$ cat src/rtl/dp_jtag_master.sv
// dp_jtag_master: host-side JTAG master. Converts scan commands (TAP reset,
// IR scan, DR scan, run-test-idle cycles) into tck/tms/tdi/trst waveforms
// derived from the system clock and returns the captured tdo bits.
// Every command starts and ends with the TAP in Run-Test-Idle.

module dp_jtag_master #(
    parameter int unsigned TCK_DIV = 4,
    parameter int unsigned MAX_LEN = 64,
    parameter int unsigned IR_LEN  = 5,
    parameter int unsigned LEN_W   = $clog2(MAX_LEN + 1)
) (
    input  logic               clk,
    input  logic               rst,
    input  logic               cmd_valid,
    output logic               cmd_ready,
    input  logic [1:0]         cmd_type,
    input  logic [LEN_W-1:0]   cmd_len,
    input  logic [MAX_LEN-1:0] cmd_data,
    output logic               rsp_valid,
    output logic [MAX_LEN-1:0] rsp_data,
    output logic               tck,
    output logic               tms,
    output logic               tdi,
    output logic               trst,
    input  logic               tdo
);

    localparam int unsigned    DIV_W    = (TCK_DIV > 1) ? $clog2(TCK_DIV) : 1;
    localparam logic [DIV_W-1:0] DIV_LAST = DIV_W'(TCK_DIV - 1);
    localparam logic [LEN_W-1:0] LEN_MAX  = LEN_W'(MAX_LEN);
    localparam logic [LEN_W-1:0] LEN_IR   = LEN_W'(IR_LEN);
    localparam logic [LEN_W-1:0] LEN_ZERO = LEN_W'(0);
    localparam logic [LEN_W-1:0] LEN_ONE  = LEN_W'(1);

    // tms path patterns ahead of the shift, bit 0 goes out first
    localparam logic [4:0] PRE_IR   = 5'b00011;  // SDS,SIS,CI,SI
    localparam logic [4:0] PRE_DR   = 5'b00001;  // SDS,CD,SD
    localparam logic [4:0] PRE_DR0  = 5'b01101;  // SDS,CD,E1D,UD,RTI

    typedef enum logic [1:0] {
        CMD_TAP_RESET = 2'd0,
        CMD_IR_SCAN   = 2'd1,
        CMD_DR_SCAN   = 2'd2,
        CMD_IDLE_CYC  = 2'd3
    } cmd_e;

    typedef enum logic [2:0] {
        ST_IDLE  = 3'd0,
        ST_TLR   = 3'd1,
        ST_PRE   = 3'd2,
        ST_SHIFT = 3'd3,
        ST_POST  = 3'd4,
        ST_RESP  = 3'd5
    } state_e;

    state_e             state;
    cmd_e               op;
    logic               auto_rst;
    logic [LEN_W-1:0]   len;
    logic [LEN_W-1:0]   bit_cnt;     // tck bits left in the current segment after this one
    logic [DIV_W-1:0]   div_cnt;
    logic [4:0]         pre_sr;
    logic [MAX_LEN-1:0] dat_sr;
    logic [MAX_LEN-1:0] cap;
    logic [MAX_LEN-1:0] cap_mask;

    logic               active_c;
    logic               half_done_c;
    logic               scan_c;
    logic               dr_zero_c;
    logic               cmd_done_c;
    logic [LEN_W-1:0]   dr_len_c;

    // Segment bookkeeping: phase end, command completion and DR length clamp
    always_comb begin
        active_c    = (state == ST_TLR) || (state == ST_PRE) ||
                      (state == ST_SHIFT) || (state == ST_POST);
        half_done_c = (div_cnt == DIV_LAST);
        scan_c      = (op == CMD_IR_SCAN) || (op == CMD_DR_SCAN);
        dr_zero_c   = (op == CMD_DR_SCAN) && (len == LEN_ZERO);
        dr_len_c    = (cmd_len > LEN_MAX) ? LEN_MAX : cmd_len;
        cmd_done_c  = 1'b0;
        if (active_c && half_done_c && tck && (bit_cnt == LEN_ZERO)) begin
            cmd_done_c = (state == ST_TLR) || (state == ST_POST) ||
                         ((state == ST_PRE) && dr_zero_c) ||
                         ((state == ST_SHIFT) && (op == CMD_IDLE_CYC));
        end
    end

    // Command FSM, tck generator and tdo capture
    always_ff @(posedge clk) begin
        if (rst) begin
            state     <= ST_TLR;
            op        <= CMD_TAP_RESET;
            auto_rst  <= 1'b1;
            len       <= LEN_ZERO;
            bit_cnt   <= LEN_W'(5);
            div_cnt   <= '0;
            pre_sr    <= '0;
            dat_sr    <= '0;
            cap       <= '0;
            cap_mask  <= '0;
            tck       <= 1'b0;
            tms       <= 1'b1;
            tdi       <= 1'b0;
            trst      <= 1'b0;
            cmd_ready <= 1'b0;
            rsp_valid <= 1'b0;
            rsp_data  <= '0;
        end else begin
            rsp_valid <= 1'b0;
            if (cmd_done_c) begin
                // last high phase over: TAP is in RTI, hand back control
                state     <= ST_IDLE;
                tck       <= 1'b0;
                tdi       <= 1'b0;
                trst      <= 1'b1;
                div_cnt   <= '0;
                cmd_ready <= 1'b1;
                auto_rst  <= 1'b0;
                if (!auto_rst) begin
                    rsp_valid <= 1'b1;
                    rsp_data  <= cap;
                end
            end else begin
                case (state)
                    ST_IDLE: begin
                        if (cmd_valid && cmd_ready) begin
                            cmd_ready <= 1'b0;
                            op        <= cmd_e'(cmd_type);
                            div_cnt   <= '0;
                            tck       <= 1'b0;
                            tdi       <= 1'b0;
                            cap       <= '0;
                            cap_mask  <= MAX_LEN'(1);
                            dat_sr    <= cmd_data;
                            case (cmd_e'(cmd_type))
                                CMD_TAP_RESET: begin
                                    state   <= ST_TLR;
                                    len     <= LEN_ZERO;
                                    bit_cnt <= LEN_W'(5);
                                    tms     <= 1'b1;
                                    trst    <= 1'b0;
                                end
                                CMD_IR_SCAN: begin
                                    state   <= ST_PRE;
                                    len     <= LEN_IR;
                                    pre_sr  <= PRE_IR;
                                    bit_cnt <= LEN_W'(3);
                                    tms     <= PRE_IR[0];
                                end
                                CMD_DR_SCAN: begin
                                    state <= ST_PRE;
                                    len   <= dr_len_c;
                                    tms   <= 1'b1;
                                    if (dr_len_c == LEN_ZERO) begin
                                        pre_sr  <= PRE_DR0;
                                        bit_cnt <= LEN_W'(4);
                                    end else begin
                                        pre_sr  <= PRE_DR;
                                        bit_cnt <= LEN_W'(2);
                                    end
                                end
                                default: begin
                                    len     <= cmd_len;
                                    bit_cnt <= cmd_len - LEN_ONE;
                                    tms     <= 1'b0;
                                    state   <= (cmd_len == LEN_ZERO) ? ST_RESP : ST_SHIFT;
                                end
                            endcase
                        end
                    end
                    ST_RESP: begin
                        state     <= ST_IDLE;
                        rsp_valid <= 1'b1;
                        rsp_data  <= cap;
                        cmd_ready <= 1'b1;
                    end
                    default: begin
                        if (half_done_c) begin
                            div_cnt <= '0;
                            if (!tck) begin
                                // rising tck: capture tdo for scan shift bits
                                tck <= 1'b1;
                                if ((state == ST_SHIFT) && scan_c) begin
                                    if (tdo) begin
                                        cap <= cap | cap_mask;
                                    end
                                    cap_mask <= cap_mask << 1;
                                end
                            end else begin
                                // falling tck: start the low phase of the next bit
                                tck <= 1'b0;
                                case (state)
                                    ST_TLR: begin
                                        bit_cnt <= bit_cnt - LEN_ONE;
                                        tms     <= (bit_cnt != LEN_ONE);
                                    end
                                    ST_PRE: begin
                                        if (bit_cnt == LEN_ZERO) begin
                                            state   <= ST_SHIFT;
                                            bit_cnt <= len - LEN_ONE;
                                            tms     <= (len == LEN_ONE);
                                            tdi     <= dat_sr[0];
                                            dat_sr  <= dat_sr >> 1;
                                        end else begin
                                            bit_cnt <= bit_cnt - LEN_ONE;
                                            tms     <= pre_sr[1];
                                            pre_sr  <= pre_sr >> 1;
                                        end
                                    end
                                    ST_SHIFT: begin
                                        if (bit_cnt == LEN_ZERO) begin
                                            state   <= ST_POST;
                                            bit_cnt <= LEN_ONE;
                                            tms     <= 1'b1;
                                            tdi     <= 1'b0;
                                        end else begin
                                            bit_cnt <= bit_cnt - LEN_ONE;
                                            tms     <= scan_c && (bit_cnt == LEN_ONE);
                                            tdi     <= scan_c && dat_sr[0];
                                            dat_sr  <= dat_sr >> 1;
                                        end
                                    end
                                    ST_POST: begin
                                        bit_cnt <= LEN_ZERO;
                                        tms     <= 1'b0;
                                    end
                                    default: begin
                                        tms <= tms;
                                    end
                                endcase
                            end
                        end else begin
                            div_cnt <= div_cnt + DIV_W'(1);
                        end
                    end
                endcase
            end
        end
    end

endmodule
$ cat config.mk
export PLATFORM = sky130hd
export DESIGN_NAME = dp_jtag_master
export DESIGN_NICKNAME = d
export VERILOG_FILES = /design/src/rtl/dp_jtag_master.sv
export SDC_FILE = /design/constraint.sdc
export NUM_CORES = 1
export LEC_CHECK = 0
export ABC_CLOCK_PERIOD_IN_PS = 2700
export CAP_MARGIN = 40
export CORE_ASPECT_RATIO = 1.25
export CORE_UTILIZATION = 40
export CTS_BUF_LIST = sky130_fd_sc_hd__clkbuf_16
export CTS_CLUSTER_DIAMETER = 50
export DETAILED_ROUTE_END_ITERATION = 8
export PLACE_DENSITY = 0.65
export SYNTH_ARGS = -nofsm -noshare
export SYNTH_HDL_FRONTEND = slang
export SYNTH_SLANG_ARGS = --single-unit
export TNS_END_PERCENT = 100
$ cat constraint.sdc
create_clock -name clk -period 2.7 [get_ports clk]
set_input_delay 0.54 -clock clk [delete_from_list [all_inputs] [get_ports clk]]
set_output_delay 0.54 -clock clk [all_outputs]
set_load 0.01 [all_outputs]
# Yosys cells after proc, flatten, opt, wreduce, memory -nomap -nowiden
# Index checks and enable logic that the tools add are counted.
[op_classes]
n_addsub = 4
mul = 0
div_mod_pow = 0
order_cmp = 1
n_eq_ne = 26
shifts = 0
mux = 81
bitwise_logic = 3
reduce_logical = 58
[ops]
columns = ["cell", "n"]
rows = [
  ["$mux W64", 17],
  ["$pmux W64 S2", 4],
  ["$or A64 B64 Y64", 1],
  ["$mux W7", 6],
  ["$pmux W7 S3", 2],
  ["$reduce_and A6 Y1", 5],
  ["$logic_not A7 Y1", 4],
  ["$pmux W7 S4", 1],
  ["$mux W5", 5],
  ["$mux W1", 23],
  ["$mux W3", 7],
  ["$sub A7 B1 Y7 const B", 3],
  ["$pmux W5 S2", 2],
  ["$pmux W3 S2", 3],
  ["$reduce_bool A2 Y1", 9],
  ["$reduce_and A8 Y1", 2],
  ["$eq A7 B1 Y1 const B", 2],
  ["$pmux W7 S2", 1],
  ["$reduce_bool A3 Y1", 4],
  ["$reduce_bool A4 Y1", 3],
  ["$logic_and A1 B1 Y1", 10],
  ["$ne A5 B3 Y1 const B", 2],
  ["$pmux W1 S2", 5],
  ["$reduce_bool A5 Y1", 2],
  ["other kinds (27)", 50],
]
[totals]
regBits = 289
latchBits = 0
ram_bits = 0
rom_bits = 0
input_bits = 77
out_inout_bits = 70
word_cells = 191
n_memories = 0

# Longest topological paths before layout
# Gate-level depths: netlist of the first run.
[logic_depth]
depth_word = 10
ltp_mapped = 10
depth_no_buf = 7

# Worst setup path before layout of the first run
# No wires, ideal clock.
[synth_path]
path_type = "register to register"
startpoint = "reg bit_cnt[2]"
endpoint = "reg dat_sr[10]"
setup_time_ns = 0.088
arrival_ns = 2.127
required_time_ns = 2.612
slack_ns = 0.485
path_stages_with_launch = 9
path_buffers = 3
period_less_slack_ns = 2.215
cell_sequence = "dfxtp_1 -> or4_1 -> buf_2 -> o21ai_2 -> xnor2_1 -> buf_2 -> clkbuf_1 -> a31oi_1 -> a311oi_2"
[synth_between]
elab_chain_cells = 5
elab_cells_between_ends = 7
cone_classes = "eq/ne (2); mux (1); bitwise (1); reduce/logical (3)"
[synth_lines]
columns = ["element", "line_no", "rtl"]
rows = [
  ["start: declaration", "60", "logic [LEN_W-1:0] bit_cnt;"],
  ["start signal: assignment", "166", "bit_cnt <= cmd_len - LEN_ONE;"],
  ["start signal: assignment", "196", "bit_cnt <= bit_cnt - LEN_ONE;"],
  ["start signal: assignment", "202", "bit_cnt <= len - LEN_ONE;"],
  ["$logic_not A7 Y1 *", "83, 200, 213", ""],
  ["$logic_and A1 B1 Y1", "83", "if (active_c && half_done_c && tck && (bit_cnt == LEN_ZERO)) begin"],
  ["$mux W1", "83", ""],
  ["$not A1 Y1 (no source line)", "-", ""],
  ["$reduce_and A8 Y1 (no source line) *", "-", ""],
  ["end signal: assignment", "136", "dat_sr <= cmd_data;"],
  ["end signal: assignment", "205", "dat_sr <= dat_sr >> 1;"],
  ["end signal: assignment", "222", "dat_sr <= dat_sr >> 1;"],
  ["end: declaration", "63", "logic [MAX_LEN-1:0] dat_sr;"],
]
# Every way passes the cells marked *; elsewhere a longest branch is shown, timed or not.
# A chain may end at the register's enable or synchronous reset.

# Worst setup path after layout of the first run
[layout_path]
startpoint = "reg state[2]"
endpoint = "reg rsp_data[29]"
[layout_between]
elab_chain_cells = 10
elab_cells_between_ends = 21
cone_classes = "eq/ne (6); mux (2); reduce/logical (13)"
[layout_lines]
columns = ["element", "line_no", "rtl"]
rows = [
  ["start: declaration", "56", "state_e state;"],
  ["start signal: assignment", "168", "state <= (cmd_len == LEN_ZERO) ? ST_RESP : ST_SHIFT;"],
  ["$eq A3 B1 Y1 or $eq A3 B2 Y1 (tied branches)", "76, 84, 85", ""],
  ["$logic_or A1 B1 Y1 (2 in series)", "76", "active_c = (state == ST_TLR) || (state == ST_PRE) ||"],
  ["$logic_or A1 B1 Y1", "77", "(state == ST_SHIFT) || (state == ST_POST);"],
  ["$logic_and A1 B1 Y1 (3 in series)", "83", ""],
  ["$mux W1", "83", ""],
  ["$ne A2 B2 Y1 (no source line) or $reduce_bool A2 Y1 (tied branches)", "-", ""],
  ["$reduce_and A2 Y1 (no source line)", "-", ""],
  ["end signal: assignment", "123", "rsp_data <= cap;"],
  ["end signal: assignment", "176", "rsp_data <= cap;"],
  ["end: declaration", "20", "output logic [MAX_LEN-1:0] rsp_data,"],
]
# Parallel ways exist; a longest one is shown, timed or not.

==> metrics.yaml, run 1 <==
floorplanning:
  die_area_um2: 31000
  die_width_um: 158
  core.rowCount: 70
  initial_utilization_pct: 41.0
  design.core.area_um2: 29500
  top_level_ports: 147
  die_h_um: 197
clock_tree:
  numCtsBuffers: 31
  cts_tree: "yes"
  path_clk_slew_ns: 0.06
  cts_max_level: 1
  cts.repair.resized: 0
  clockRootBuffer: "sky130_fd_sc_hd__clkbuf_16"
  cts.sink_count: 287
  postCtsHoldBufs: 0
  clock_path_buffers: 3
  clock_latency_ns: 0.55
  cts.repair_timing.setup_buffer_count: 0
sta:
  fin_crit_sh_pct: 95.1
  fin_worst_skew_ns: 0.0120
  final.setup.tns_ns: 0
  timing.final.hold_violations: 0
  relSlewSlack_pct: 56.4
  slew_viol_final: 0
  period_minus_slack_ns: 2.57
  rsz0062_at_grt: "false"
  max_slew.worst_pin.slew_ns: 0.654
  finalSetupViolations: 0
  achievable-frequency_mhz: 389
synth:
  synth_common_cells: "sky130_fd_sc_hd__nand2_1, sky130_fd_sc_hd__dfxtp_1, sky130_fd_sc_hd__a21oi_1"
  syn_area_um2: 12100
  async_reset_ff_share_pct: 0
  yosysUniqueCellTypes: 62
  synth_seq_cells: 287
  seq_area_frac_synth_pct: 47.4
  yosys.area.top_type_share_pct: 47.4
  synth_nets: 1537
  yosysTopAreaCell: "sky130_fd_sc_hd__dfxtp_1"
  syn_avg_cell_area_um2: 8.37
  synth_flop_cell: "sky130_fd_sc_hd__dfxtp_1"
  synthTopCellsByArea: "sky130_fd_sc_hd__dfxtp_1, sky130_fd_sc_hd__nand2_1, sky130_fd_sc_hd__a21oi_1"
  netlist_instances: 1447
  synth.most_common_cell: "sky130_fd_sc_hd__nand2_1"
  number_of_enable_flip_flop_cells_after_synthesis: 0
  synthesis.yosys.warnings: 0
setup_path:
  slowest_stage: "sky130_fd_sc_hd__dfxtp_1"
  crit_type: "flip-flop to flip-flop"
  worstPathRequired_ns: 3.18
  timing.critical_path.cells: "xor2_1 -> a22o_1 -> o21bai_4 -> a2bb2oi_4 -> buf_12 -> mux2i_1"
  critPathMaxFanout: 38
  worst_path_dominant_cell_family: "compound AO/OA/AOI/OAI gates"
  end_kind: "flip-flop"
  worst-path-buf-inv: 1
  arrival_ns: 3.04
  setup.worst_path.start_class: "flip-flop"
  critical-path-max-stage-delay_ns: 0.72
grt:
  grt_start_max_net_pins: 130
  global_route_wire_length_before_repair_um: 51300
  first_global_vias: 10156
  track_usage_pct: 19.9
  antenna_found_initial: 0
  grt-ovfl-total: 0
drt:
  avgViaCountPerCell: 5.43
  ant_nets: 0
  num_vias: 10683
  drt_iter0_markers: 519
  remaining_drc_errors: 0
  drt_pass1_iterations: 7
  wirelength_um: 30900
  route.detailed.wl_per_inst_um: 15.7
hold_path:
  min-delay-path-class: "input pin to flip-flop"
pwr:
  irDropWorstVdd_uv: 437
  total_power_uw: 9020
  power.density_cell_area_nw_per_um2: 595
  power_leakage_uw: 0.00532
job:
  maxCapViolations: 0
place:
  numPortBuffers: 146
  place_hpwl_um: 19300
  place_congestion: 0.879
  placement.cell_area_um2: 14100
final_layout:
  inserted_diodes: 0
  syn2layout_area_growth_pct: 25.3
  finalNetCount: 1639
  final_layout_size_suffix_gt1_share_pct: 8.96
  finalInstanceArea_um2: 15200
  layout.core_utilization_pct: 51.4
status:
  status: "finished, final reports clean"
registers in the layout (all words and copies together), names as in the netlist:
name,count
state,3
len,7
cmd_ready,1
tdi,1
cap_mask,64
tms,1
cap,64
dat_sr,64
rsp_valid,1
pre_sr,3
tck,1
op,2
bit_cnt,7
trst,1
div_cnt,2
auto_rst,1
rsp_data,64
cell families after synthesis:
logic type | Yosys count | share of synthesized area (%)
simple gates | 562 | 19.8
flops | 287 | 47.4
mux | 64 | 5.29
fa+ha+maj | 13 | 1.34
buf+inv | 147 | 5.60
xor+xnor | 11 | 0.796
compound gates | 363 | 19.7
worst register-to-register path, delay by kind of cell, from the launching register on:
kind | cells | cell delay, ns
XOR/XNOR | 1 | 0.25
multiplexers | 1 | 0.27
flip-flops | 1 | 0.72
AO/OA/AOI/OAI | 3 | 0.97
buffers and inverters | 1 | 0.28
power by group:
group / total, uW / leakage (uW) / switching, uW / internal (uW)
Sequential: 4250 / 0.00231 / 7.64 / 4240
Clock: 4460 / 0.000534 / 1770 / 2690
Combinational: 312 / 0.00248 / 163 / 149
Total: 9020 / 0.00532 / 1940 / 7080
final cells by class:
cell class                 instances  area, um^2
sequential                       287        5750
clock buffer                      31         776
fill                            2872       14300
inverter                          15        58.8
tap                              396         495
multi-input combinational       1013        5750
clock inverter                    26         313
timing repair buffer             201        2030
worst paths after layout:
check | start | to | slack (ns) | cells after the start
worst max register to register | state[2]$_SDFFE_PP0P_ | rsp_data[29]$_SDFFE_PP0P_ | 0.13 | 6
worst min register to register | trst$_SDFFE_PP0P_ | trst$_SDFFE_PP0P_ | 0.45 | 2
worst max-delay path | state[2]$_SDFFE_PP0P_ | rsp_data[29]$_SDFFE_PP0P_ | 0.13 | 6
worst min-delay path | rst | dat_sr[26]$_SDFFE_PP0P_ | 0.34 | 2
per-layer routing:
layer / global-route usage (%) / share of wire (%) / vias to the layer above
met5: 0 / 0 / -
met4: 5.72 / 2.2 / 0
met3: 3.06 / 5.3 / 40
met2: 33.3 / 48 / 303
met1: 26.3 / 45 / 5046
li1: - / - / 5294
layout by cell type, fill, tap and decap left out, drive strengths merged, types with 3 or more instances in the layout:
master         netlist  final
mux2i               64     64
a211oi               5      5
a31oi               64     64
bufinv               0      6
nand3               70     70
nand2              344    344
o31a                 3      3
nor2b                4      4
o21ai               15     15
inv                 15     20
or4                  9      9
and3                 3      3
a21oi              169    169
xor2                 7      7
clkbuf              99     31
nor4                 7      7
and2                 3      3
or2                  3      3
xnor2                4      4
a2bb2oi              3      3
buf                 33     56
a22o                 3      3
o31ai                7      7
a311oi              68     68
nand2b               7      7
nor3                12     12
dfxtp              287    287
clkdlybuf4s50        0    145
or3                  6      6
o21a                 5      5
ha                  13     13
nor3b                3      3
clkinv               0     14
nor2                86     86
metrics by stage:
stage,cells,setup slack [ns],hold WS [ns]
finish,1969,0.131,0.342
global route,1969,0.00825,0.341
detailed placement,1912,-0.0510,0.447
floorplan,1447,0.485,0.423
global placement,1912,-0.0110,0.443
CTS,1969,0.168,0.322
Power figures use the tool's default switching activity.
==> inputs of run 2 (changes only) <==
Settings changed: CTS_CLUSTER_SIZE set to 40, DONT_BUFFER_PORTS set to 1, PLACE_DENSITY 0.65 to 0.58.
==> metrics.yaml, run 2 (synthesis results as in run 1) <==
grt:
  grt-ovfl-total: 0  # unchanged
  first_global_vias: 9490  # was 10156
  antenna_found_initial: 0  # unchanged
  global_route_wire_length_before_repair_um: 48100  # was 51300 um
  track_usage_pct: 18.7  # was 19.9%
  grt_start_max_net_pins: 150  # was 130
setup_path:
  timing.critical_path.cells: "or4_4 -> nor4_1 -> o21bai_4 -> buf_12 -> and2_0 -> a311o_1"  # was xor2_1 -> a22o_1 -> o21bai_4 -> a2bb2oi_4 -> buf_12 -> mux2i_1
  timing.critical_path.depth: 6  # unchanged
  end_kind: "flip-flop"  # unchanged
  setup.worst_path.start_class: "flip-flop"  # unchanged
  worstPathRequired_ns: 3.12  # was 3.18 ns
  worst-path-buf-inv: 1  # unchanged
  critPathMaxFanout: 27  # was 38
  slowest_stage: "sky130_fd_sc_hd__or4_4"  # was sky130_fd_sc_hd__dfxtp_1
  crit_type: "flip-flop to flip-flop"  # unchanged
  reg2reg_depth: 6  # unchanged
  worst_path_dominant_cell_family: "simple AND/OR/NAND/NOR gates"  # was compound AO/OA/AOI/OAI gates
  arrival_ns: 2.96  # was 3.04 ns
  critical-path-max-stage-delay_ns: 0.59  # was 0.72 ns
final_layout:
  inserted_diodes: 0  # unchanged
  finalNetCount: 1473  # was 1639
  mostFrequentLayoutCells: "sky130_fd_sc_hd__nand2_1, sky130_fd_sc_hd__dfxtp_1, sky130_fd_sc_hd__a21oi_1"  # unchanged
  final_layout_size_suffix_gt1_share_pct: 8.77  # was 8.96%
  layout_commonest_cell: "sky130_fd_sc_hd__nand2_1"  # unchanged
  syn2layout_area_growth_pct: 10.9  # was 25.3%
hold_path:
  min-delay-path-class: "input pin to flip-flop"  # unchanged
  min_path_cells: 1  # was 2
clock_tree:
  clockRootBuffer: "sky130_fd_sc_hd__clkbuf_16"  # unchanged
  clock_latency_ns: 0.54  # was 0.55 ns
  cts_tree: "yes"  # unchanged
  cts.sink_count: 287  # unchanged
  clock_path_buffers: 3  # unchanged
  postCtsHoldBufs: 0  # unchanged
  numCtsBuffers: 27  # was 31
  path_clk_slew_ns: 0.07  # was 0.06 ns
  cts.repair_timing.setup_buffer_count: 0  # unchanged
  cts.repair.resized: 0  # unchanged
  cts_max_level: 1  # unchanged
place:
  numPortBuffers: 0  # was 146
  place_congestion: 0.855  # was 0.879
  place_hpwl_um: 18000  # was 19300 um
sta:
  max_slew.worst_pin.slew_ns: 0.640  # was 0.654 ns
  period_minus_slack_ns: 2.54  # was 2.57 ns
  relSlewSlack_pct: 57.3  # was 56.4%
  final.setup.tns_ns: 0  # unchanged
  slew_viol_final: 0  # unchanged
  fin_worst_skew_ns: 0.0150  # was 0.0120 ns
  rsz0062_at_grt: "false"  # unchanged
  achievable-frequency_mhz: 393  # was 389 MHz
  finalSetupViolations: 0  # unchanged
  timing.final.hold_violations: 0  # unchanged
  fin_crit_sh_pct: 94.1  # was 95.1%
  fin_hold_ws_ns: 0.0702  # was 0.342 ns
drt:
  route.detailed.wl_per_inst_um: 16.2  # was 15.7 um
  avgViaCountPerCell: 5.54  # was 5.43
  num_vias: 9966  # was 10683
  wirelength_um: 29200  # was 30900 um
  ant_nets: 0  # unchanged
  drt_iter0_markers: 537  # was 519
  drt_pass1_iterations: 4  # was 7
  remaining_drc_errors: 0  # unchanged
pwr:
  pwr-share-comb_pct: 1.6  # was 3.5%
  irDropWorstVdd_uv: 363  # was 437 uV
  switching_share_pct: 23.9  # was 21.6%
  power.share.clock_pct: 47.4  # was 49.5%
  power_switching_uw: 1990  # was 1940 uW
  power.density_cell_area_nw_per_um2: 619  # was 595 nW/um^2
  power_leakage_uw: 0.00464  # was 0.00532 uW
  power.share.sequential_pct: 51.1  # was 47.1%
  total_power_uw: 8310  # was 9020 uW
  power_report.internal_total_uw: 6330  # was 7080 uW
floorplanning:
  core.rowCount: 70  # unchanged
  top_level_ports: 147  # unchanged
  design.core.area_um2: 29500  # unchanged
  initial_utilization_pct: 41.0  # unchanged
  die_area_um2: 31000  # unchanged
  die_h_um: 197  # unchanged
  die_width_um: 158  # unchanged
job:
  maxCapViolations: 0  # unchanged
status:
  status: "finished, final reports clean"  # unchanged
==> run 2: cell types whose count changed in the layout (fill, tap and decap cells not counted), moves of 5 or more <==
cell                              delta
sky130_fd_sc_hd__buf_4              -17
sky130_fd_sc_hd__inv_6               +5
sky130_fd_sc_hd__clkinv_1            -6
sky130_fd_sc_hd__bufinv_16           -5
sky130_fd_sc_hd__clkdlybuf4s50_1   -145
==> run 2: worst paths after layout <==
check                            from                        to  slack (ns)
setup / recovery  len[2]$_SDFFE_PP0P_          tms$_SDFFE_PP1P_        0.16
hold reg to reg   cap[7]$_SDFFE_PP0P_  rsp_data[7]$_SDFFE_PP0P_        0.46
setup reg to reg  len[2]$_SDFFE_PP0P_          tms$_SDFFE_PP1P_        0.16
hold / removal                    rst    dat_sr[3]$_SDFFE_PP0P_        0.07
==> run 2: power groups by stage <==
| stage | Combinational [uW] | Sequential (uW) | Clock (uW) |
|---|---|---|---|
| finish | 130 | 4240 | 3940 |
| detailed placement | 131 | 4340 | 0 |
| global route | 146 | 4240 | 4220 |
| CTS | 132 | 4240 | 4060 |
| global placement | 131 | 4340 | 0 |
| floorplan | 125 | 4340 | 0 |
==> run 2: layout make-up <==
cell class | count | area [um^2]
Clock buffer | 27 | 676
Clock inverter | 22 | 246
Fill cell | 2894 | 16100
Inverter | 15 | 58.8
Multi-Input combinational cell | 1013 | 5750
Sequential cell | 287 | 5750
Tap cell | 396 | 495
Timing Repair Buffer | 39 | 455
==> run 2: routing by layer <==
metal | vias up | global-route usage, % | part of all wire, % | wire length (um)
met5 | - | 0 | 0 | 0
met2 | 263 | 31.3 | 46 | 13600
met3 | 58 | 3.47 | 5.9 | 1730
met1 | 4687 | 24.1 | 45 | 13100
li1 | 4958 | - | - | -
met4 | 0 | 5.90 | 2.8 | 816
==> run 2: per-stage QoR <==
stage	cell area (um^2)	utilization, %	cells	worst slack, ns
after CTS	13400	45.5	1799	0.174
after global placement	12500	42.4	1750	0.194
after floorplan	12100	-	1447	0.485
final	13400	45.5	1799	0.159
after global routing	13400	45.5	1799	0.0650
after detailed placement	12500	42.4	1750	0.191
==> inputs of run 3 (changes only) <==
Settings changed: ABC_CLOCK_PERIOD_IN_PS 2700 to 2200, PLACE_DENSITY 0.58 to 0.6.
Clock period 2.7 ns to 2.2 ns, I/O delays scaled along.
==> metrics.yaml, run 3 (synthesis results as in run 1) <==
status:
  status: "complete, but fails checks"  # was finished, final reports clean
  violations_in_the_final_reports: "hold timing"
floorplanning:
  die_width_um: 158  # unchanged
  initial_utilization_pct: 41.0  # unchanged
  die_area_um2: 31000  # unchanged
  die_h_um: 197  # unchanged
  core.rowCount: 70  # unchanged
  top_level_ports: 147  # unchanged
  design.core.area_um2: 29500  # unchanged
final_layout:
  final_layout_size_suffix_gt1_share_pct: 14.4  # was 8.77%
  finalNetCount: 1537  # was 1473
  filler_cell_count: 2868  # was 2894
  layout_commonest_cell: "sky130_fd_sc_hd__nand2_1"  # unchanged
  syn2layout_area_growth_pct: 17.7  # was 10.9%
  inserted_diodes: 0  # unchanged
  mostFrequentLayoutCells: "sky130_fd_sc_hd__nand2_1, sky130_fd_sc_hd__dfxtp_1, sky130_fd_sc_hd__a21oi_1"  # unchanged
clock_tree:
  cts_max_level: 1  # unchanged
  clock_path_buffers: 3  # unchanged
  numCtsBuffers: 26  # was 27
  path_clk_slew_ns: 0.08  # was 0.07 ns
  clock_latency_ns: 0.55  # was 0.54 ns
  clockRootBuffer: "sky130_fd_sc_hd__clkbuf_16"  # unchanged
  cts.sink_count: 287  # unchanged
  cts_tree: "yes"  # unchanged
hold_path:
  min-delay-path-class: "input pin to flip-flop"  # unchanged
  hold_path_startpoint: "rst"  # unchanged
  min_to: "dat_sr[28]$_SDFFE_PP0P_"  # was dat_sr[3]$_SDFFE_PP0P_
  min_path_cells: 1  # unchanged
place:
  place_ws_ns: -0.274  # was 0.191 ns
  place_hpwl_um: 19500  # was 18000 um
  place_congestion: 0.849  # was 0.855
  numPortBuffers: 0  # unchanged
sta:
  fin_worst_skew_ns: 0.0250  # was 0.0150 ns
  finalSetupViolations: 0  # unchanged
  fin_crit_sh_pct: 97.8  # was 94.1%
  relSlewSlack_pct: 64.8  # was 57.3%
  final_critical_path_setup_slack_ns: 0.0480  # was 0.159 ns
  achievable-frequency_mhz: 465  # was 393 MHz
  timing.final.hold_violations: 15  # was 0
  fin_hold_ws_ns: -0.0345  # was 0.0702 ns
  period_minus_slack_ns: 2.15  # was 2.54 ns
  rsz0062_at_grt: "true"  # was false
  slew_viol_final: 0  # unchanged
  max_slew.worst_pin.slew_ns: 0.528  # was 0.640 ns
setup_path:
  critical-path-max-stage-delay_ns: 0.58  # was 0.59 ns
  critPathMaxFanout: 11  # was 27
  worst_r2r_startpoint: "state[0]$_SDFFE_PP1P_"  # was len[2]$_SDFFE_PP0P_
  worstPathRequired_ns: 2.67  # was 3.12 ns
  worst_path_dominant_cell_family: "simple AND/OR/NAND/NOR gates"  # unchanged
  reg2reg_depth: 6  # unchanged
  slowest_stage: "sky130_fd_sc_hd__or4_4"  # unchanged
  end_kind: "flip-flop"  # unchanged
  setup.worst_path.start_class: "flip-flop"  # unchanged
  arrival_ns: 2.62  # was 2.96 ns
  capture_instance_of_the_worst_register_to_register_path: "pre_sr[3]$_SDFFE_PP0P_"  # was tms$_SDFFE_PP1P_
  crit_type: "flip-flop to flip-flop"  # unchanged
  timing.critical_path.cells: "buf_4 -> and2_4 -> o21a_2 -> or4_4 -> or4_4 -> a21oi_2"  # was or4_4 -> nor4_1 -> o21bai_4 -> buf_12 -> and2_0 -> a311o_1
  crit_path_frequent_cell: "sky130_fd_sc_hd__or4_4"
  r2r_slack_ns: 0.05  # was 0.16 ns
  worst-path-buf-inv: 1  # unchanged
drt:
  drt_pass1_iterations: 5  # was 4
  ant_nets: 0  # unchanged
  drt_iter0_markers: 740  # was 537
  route.detailed.wl_per_inst_um: 17.0  # was 16.2 um
  num_vias: 10408  # was 9966
  remaining_drc_errors: 0  # unchanged
  avgViaCountPerCell: 5.59  # was 5.54
  wirelength_um: 31700  # was 29200 um
grt:
  grt-ovfl-total: 0  # unchanged
  antenna_found_initial: 0  # unchanged
  global_route_wire_length_before_repair_um: 50600  # was 48100 um
  track_usage_pct: 19.8  # was 18.7%
  first_global_vias: 9780  # was 9490
  grt_start_max_net_pins: 150  # unchanged
pwr:
  power.density_cell_area_nw_per_um2: 716  # was 619 nW/um^2
  power_leakage_uw: 0.00502  # was 0.00464 uW
  total_power_uw: 10200  # was 8310 uW
  irDropWorstVdd_uv: 461  # was 363 uV
job:
  maxCapViolations: 0  # unchanged
-- run 3: per-layer routing --
metal / part of all wire (%) / GRT usage, % / routed length [um]
met5: 0 / 0 / 0
met4: 2.2 / 6.08 / 688
met3: 5.6 / 3.21 / 1770
met2: 48 / 32.6 / 15300
met1: 44 / 26.3 / 14000
-- run 3: worst max path at each step --
stage	slack (ns)	start	to	cells past startpoint
6_report	0.05	state[0]$_SDFFE_PP1P_	pre_sr[3]$_SDFFE_PP0P_	6
5_1_grt	-0.02	bit_cnt[5]$_SDFFE_PP0P_	tms$_SDFFE_PP1P_	7
4_1_cts	0.004	bit_cnt[0]$_SDFFE_PP1P_	bit_cnt[1]$_SDFFE_PP0P_	9
3_5_place_dp	-0.27	bit_cnt[0]$_SDFFE_PP1P_	bit_cnt[3]$_SDFFE_PP0P_	9
3_3_place_gp	-0.31	bit_cnt[2]$_SDFFE_PP1P_	bit_cnt[3]$_SDFFE_PP0P_	7
2_1_floorplan	-0.02	bit_cnt[2]$_SDFFE_PP1P_	dat_sr[10]$_SDFFE_PP0P_	8
-- run 3: report_power, final --
group	leakage [uW]	switching, uW	internal [uW]	total [uW]
Combinational	0.00225	119	64.0	184
Clock	0.000451	2380	2440	4810
Sequential	0.00231	13.1	5200	5210
-- run 3: timing repair --
item	4_1_cts	5_1_grt
pin swaps	1	22
setup endpoints to repair	137	209
gates cloned	0	5
gates resized for setup	12	43
hold endpoints to repair	143	143
buffers inserted	3	5
-- run 3: stage by stage --
step,area (um^2),TNS [ns],utilization (%),std cells,hold slack [ns]
floorplan,12100,-0.199,-,1447,0.423
global placement,12900,-5.13,43.8,1802,0.439
detailed placement,12900,-9.37,43.8,1802,0.445
CTS,13900,0,47.2,1853,-0.0520
global route,14300,-0.0418,48.3,1863,-0.0604
finish,14300,0,48.3,1863,-0.0345
-- run 3: worst reg2reg max path: cells and delay by family, from the launching register on --
kind / cells / cell delay (ns)
simple gates: 3 / 1.17
buf+inv: 1 / 0.18
flops: 1 / 0.35
compound gates: 2 / 0.39
-- run 3: cell type report --
| type | count | area, um^2 | share of cell area (%) |
|---|---|---|---|
| clock buffers | 27 | 676 | 4.74 |
| clock inverters | 21 | 244 | 1.71 |
| inverters | 15 | 58.8 | 0.413 |
| multi-input cells | 1013 | 5940 | 41.7 |
| flip-flops and latches | 287 | 5750 | 40.4 |
| well taps | 396 | 495 | 3.48 |
| repair buffers | 104 | 1080 | 7.59 |
